===== config.mk =====
export PLATFORM = sky130hd
export DESIGN_NAME = saturn_fetch_flat
export DESIGN_NICKNAME = d
export VERILOG_FILES = /design/src/rtl/saturn_fetch_if.sv /design/src/rtl/saturn_fetch.sv /design/src/flat_wrapper.sv
export SDC_FILE = /design/constraint.sdc
export NUM_CORES = 1
export LEC_CHECK = 0
export CAP_MARGIN = 20
export CORE_MARGIN = 2
export CORE_UTILIZATION = 30
export DETAILED_ROUTE_END_ITERATION = 6
export GPL_TIMING_DRIVEN = 0
export PLACE_DENSITY = 0.52
export SLEW_MARGIN = 20
export SYNTH_ARGS = -nofsm -noshare
export SYNTH_HDL_FRONTEND = slang
export SYNTH_SLANG_ARGS = --single-unit

===== constraint.sdc =====
create_clock -name clk -period 2.1 [get_ports clk]
set_input_delay 0.42 -clock clk [delete_from_list [all_inputs] [get_ports clk]]
set_output_delay 0.42 -clock clk [all_outputs]
set_load 0.1 [all_outputs]

===== src/rtl/saturn_fetch_if.sv =====
// Fetch-stage bus: ROM read port, redirect request and decoder nibble stream.
interface saturn_fetch_if #(
  parameter int DEPTH = 4
) ();
  logic [19:0]             rom_address;
  logic                    rom_enable;
  logic [3:0]              rom_nibble;
  logic                    redirect;
  logic [19:0]             redirect_pc;
  logic                    nib_valid;
  logic                    nib_ready;
  logic [3:0]              nib_data;
  logic [19:0]             nib_pc;
  logic [$clog2(DEPTH):0]  level;

  modport master (
    output rom_address, rom_enable, nib_valid, nib_data, nib_pc, level,
    input  rom_nibble, redirect, redirect_pc, nib_ready
  );

  modport slave (
    input  rom_address, rom_enable, nib_valid, nib_data, nib_pc, level,
    output rom_nibble, redirect, redirect_pc, nib_ready
  );
endinterface


===== src/rtl/saturn_fetch.sv =====
// Saturn instruction prefetch: issues nibble ROM reads ahead of the decoder
// and buffers returned nibbles, tagged with their address, in a small FIFO.
module saturn_fetch #(
  parameter int          DEPTH    = 4,
  parameter logic [19:0] RESET_PC = 20'h00000
) (
  input logic            clk,
  input logic            reset,
  saturn_fetch_if.master bus
);
  localparam int AW = $clog2(DEPTH);
  localparam int CW = AW + 1;

  typedef logic [CW:0] credit_t;
  localparam credit_t DEPTH_C = credit_t'(DEPTH);

  logic [19:0]   fetch_ptr;
  logic          inflight;
  logic [19:0]   inflight_pc;
  logic [3:0]    mem_nib [DEPTH];
  logic [19:0]   mem_pc  [DEPTH];
  logic [AW-1:0] rd_ptr;
  logic [AW-1:0] wr_ptr;
  logic [CW-1:0] count;

  logic    issue;
  logic    push;
  logic    pop;
  credit_t credit;

  // Credit counts the outstanding read as occupied so a return never overflows;
  // only registered state is used, keeping nib_ready off the rom_enable path.
  always_comb begin
    credit = credit_t'(count) + credit_t'(inflight);
    issue  = !reset && !bus.redirect && (credit < DEPTH_C);
    push   = inflight && !bus.redirect;
    pop    = (count != '0) && bus.nib_ready && !bus.redirect;
  end

  assign bus.rom_enable  = issue;
  assign bus.rom_address = fetch_ptr;
  assign bus.nib_valid   = (count != '0);
  assign bus.nib_data    = mem_nib[rd_ptr];
  assign bus.nib_pc      = mem_pc[rd_ptr];
  assign bus.level       = count;

  always_ff @(posedge clk) begin
    if (reset) begin
      fetch_ptr   <= RESET_PC;
      inflight    <= 1'b0;
      inflight_pc <= '0;
      rd_ptr      <= '0;
      wr_ptr      <= '0;
      count       <= '0;
    end else if (bus.redirect) begin
      fetch_ptr <= bus.redirect_pc;
      inflight  <= 1'b0;
      rd_ptr    <= '0;
      wr_ptr    <= '0;
      count     <= '0;
    end else begin
      inflight <= issue;
      if (issue) begin
        fetch_ptr   <= fetch_ptr + 20'd1;
        inflight_pc <= fetch_ptr;
      end
      if (push) begin
        mem_nib[wr_ptr] <= bus.rom_nibble;
        mem_pc[wr_ptr]  <= inflight_pc;
        wr_ptr          <= wr_ptr + 1'b1;
      end
      if (pop) rd_ptr <= rd_ptr + 1'b1;
      case ({push, pop})
        2'b10:   count <= count + 1'b1;
        2'b01:   count <= count - 1'b1;
        default: count <= count;
      endcase
    end
  end
endmodule

===== src/flat_wrapper.sv =====
// flat-port wrapper written by rule: the top's interface ports become plain ports
module saturn_fetch_flat 
#(
  parameter int          DEPTH    = 4,
  parameter logic [19:0] RESET_PC = 20'h00000
)
  (clk, reset, bus_rom_address, bus_rom_enable, bus_nib_valid, bus_nib_data, bus_nib_pc, bus_level, bus_rom_nibble, bus_redirect, bus_redirect_pc, bus_nib_ready);
  saturn_fetch_if #(.DEPTH(DEPTH)) bus_i ();
  input logic clk;
  input logic reset;
  output wire logic [$bits(bus_i.rom_address)-1:0] bus_rom_address;
  output wire logic [$bits(bus_i.rom_enable)-1:0] bus_rom_enable;
  output wire logic [$bits(bus_i.nib_valid)-1:0] bus_nib_valid;
  output wire logic [$bits(bus_i.nib_data)-1:0] bus_nib_data;
  output wire logic [$bits(bus_i.nib_pc)-1:0] bus_nib_pc;
  output wire logic [$bits(bus_i.level)-1:0] bus_level;
  input wire logic [$bits(bus_i.rom_nibble)-1:0] bus_rom_nibble;
  input wire logic [$bits(bus_i.redirect)-1:0] bus_redirect;
  input wire logic [$bits(bus_i.redirect_pc)-1:0] bus_redirect_pc;
  input wire logic [$bits(bus_i.nib_ready)-1:0] bus_nib_ready;
  assign bus_rom_address = bus_i.rom_address;
  assign bus_rom_enable = bus_i.rom_enable;
  assign bus_nib_valid = bus_i.nib_valid;
  assign bus_nib_data = bus_i.nib_data;
  assign bus_nib_pc = bus_i.nib_pc;
  assign bus_level = bus_i.level;
  assign bus_i.rom_nibble = bus_rom_nibble;
  assign bus_i.redirect = bus_redirect;
  assign bus_i.redirect_pc = bus_redirect_pc;
  assign bus_i.nib_ready = bus_nib_ready;
  saturn_fetch #(.DEPTH(DEPTH), .RESET_PC(RESET_PC)) u_core (.clk(clk), .reset(reset), .bus(bus_i));
endmodule

==> results.md <==
* CTS clk-pin slew, worst paths at 0.06 ns
* R2R depth at 6
* Ys flop type: edfxtp_1
* Leak at 2.62 nW
* Top cells by count, synth: edfxtp_1 (96), nand2_1 (55), dfxtp_1 (50)
* CP Launch Type: flip-flop
* Slew headroom at 0.363
* Synthesis-stage register bit count at 146
* Latest clock arrival within the worst-skew pair at 0.42 ns
* Final min period at 2.16 ns
* WL final at 12.7 mm
* Die H at 142 um
* DP HPWL at 8.71 mm
* GR Overflow Total at 0
* RSZ-0062 raised after global routing: yes
* Syn_nets at 438
* Type of the most critical hold path: in -> reg
* IO Pins at 77
* Post-synth EDFFs at 96
* WP data required at 1.68 ns
* Post-layout util at 0.408
* CTS HTree Levels at 4
* Placer Congestion at 0.810
* Routed Antenna Nets at 0
* Initial core utilization at 0.306
* CTS sink count at 146
* Placement Cell Area at 0.00688 mm^2
* Die W at 142 um
* Initial antenna violation count at 0
* Ant diodes at 0
* Slew Limit Fails at 0
* Clk_skew at 0.00650 ns
* Final worst setup slack at -0.0585 ns
* Nets@finish at 534
* Root Buffer: clkbuf_16
* Maxcap violations at 0
* DRT Pass-1 Iters at 6
* Async S/R FF share, synth at 0
* Die area at 0.0203 mm^2
* Fin area at 0.00766 mm^2
* Place WS at -1.32 ns
* CTS tree: done
* Peak Freq at 463 MHz
* Failing checks: negative setup slack
* Top cells by area, synth: edfxtp_1 (50%), dfxtp_1 (17%), mux4_2 (9.4%)
* Core ar. at 0.0188 mm^2
* Cell Rows at 50
* Post-Synthesis Cell Area at 0.00574 mm^2
* PwrDens at 893 mW/mm^2
* Total GRT Usage at 0.135
* Ys Warns at 0
* Synth Instances at 403
* Area delta synth->final at 33.4%
* Largest net degree at the start of global routing at 25
* Post-Syn Area per Cell at 14.2 um^2
* Hold depth at 3
* Number of global-route vias before repair at 3,664
* Post-synth top area cell: edfxtp_1
* Non-filler instance count after layout at 746
* Top-count cell post-synth: edfxtp_1
* Fin. Hold Viols at 0
* Cell variety after synth at 41
* IO buf count at 75
* Least-Margin Pin Slew at 0.959 ns
* Placed Cells at 712
* Via density at 4.79
* Share of cells above drive strength 1 at 0.291
* Remaining DRCs at 0
* Final setup viols at 20
* Maximum vdd drop at 0.000579 V
* Top-area cell type share of the netlist area at 0.502
* Worst Path Max Fanout at 10
* DRC marker count from the first detailed-route iteration at 185
* Critical path class: reg -> out
* Max Root-Sink Buffers at 2
* Setup crit end kind: output port
* CP Data Arrival Time at 1.74 ns
* Via count at 3,576
* Fin crit share at 1.03
* Sequential area share after synthesis at 0.677
* Total power at 6.84 mW
* Total CTS buffers at 17
* Wire length per cell at 17.0 um
* First-pass GRT wire length at 20.3 mm
* Status: finished with violations
==> kinds of logic (layout without fill, tap and decap cells) <==
group / count (synthesis) / count (layout) / synth area share
compound gates: 57 / 57 / 0.0658
xor+xnor: 14 / 14 / 0.0214
fa+ha+maj: 7 / 7 / 0.0166
buf+inv: 33 / 142 / 0.0244
flops: 146 / 146 / 0.677
mux: 26 / 26 / 0.0976
simple gates: 120 / 120 / 0.0976
==> power breakdown <==
group	internal (mW)	switching (mW)	leakage [nW]
combinational	0.162	0.396	0.944
sequential	3.10	0.0708	1.38
clock	1.98	1.13	0.292
total	5.24	1.60	2.62
==> registers in the layout (all words and copies together) (netlist names), named ones only <==
register,flops
u_core.wr_ptr,2
u_core.inflight,1
u_core.rd_ptr,2
u_core.bus.level,3
u_core.bus.rom_address,20
u_core.mem_nib,16
u_core.inflight_pc,20
u_core.mem_pc,80
==> cell type report <==
class / count / area, um^2
flip-flops and latches: 146 / 3940
well taps: 234 / 293
repair buffers: 80 / 818
inverters: 11 / 43.8
plain buffers: 19 / 160
multi-input cells: 224 / 1790
clock inverters: 14 / 186
fillers: 1746 / 11100
clock buffers: 18 / 429
==> worst max-delay path, stage by stage, from the launching register on <==
cell	delay [ns]
dfxtp_4	0.39
buf_12	0.16
mux4_2	0.56
buf_8	0.20
==> layer usage <==
| layer | wire, um | global-route usage | vias up | share of wire |
|---|---|---|---|---|
| met3 | 499 | 0.0320 | 19 | 0.039 |
| li1 | - | - | 1719 | - |
| met1 | 5770 | 0.172 | 1753 | 0.45 |
| met4 | 245 | 0.0589 | 0 | 0.019 |
| met2 | 6190 | 0.220 | 85 | 0.49 |
| met5 | 0 | 0 | - | 0 |
==> timing repair <==
action                     in CTS  in global routing
setup endpoints to repair      73                 33
gates resized for setup       261                 21
pin swaps                       2                  1
buffers inserted                2                  3
hold buffers                    0                  0
==> stage by stage <==
stage	hold WS [ns]	setup TNS, ns
floorplan	0.460	-0.245
global placement	0.478	-94.05
detailed placement	0.494	-51.18
CTS	0.502	-2.61
global route	0.512	-1.78
finish	0.500	-0.478
==> cells in the final DEF (no fill, tap or decap), types with 11 or more instances in the layout <==
master	count
edfxtp_1	96
nand2_1	54
dfxtp_1	29
clkdlybuf4s50_1	25
mux4_2	24
buf_6	24
a21oi_1	23
nor2_1	22
clkbuf_16	17
clkbuf_1	11
dfxtp_4	11
clkdlybuf4s15_2	11
==> path summary, 6_finish.rpt <==
kind                               start                          to  slack [ns]
setup / recovery               flip-flop               bus_nib_pc[1]       -0.06
hold / removal              bus_redirect  u_core.bus.rom_address[11]        0.50
setup reg to reg         u_core.inflight  u_core.bus.rom_address[15]        0.08
hold reg to reg   u_core.inflight_pc[17]      u_core.inflight_pc[17]        0.50
Power figures use the tool's default switching activity.
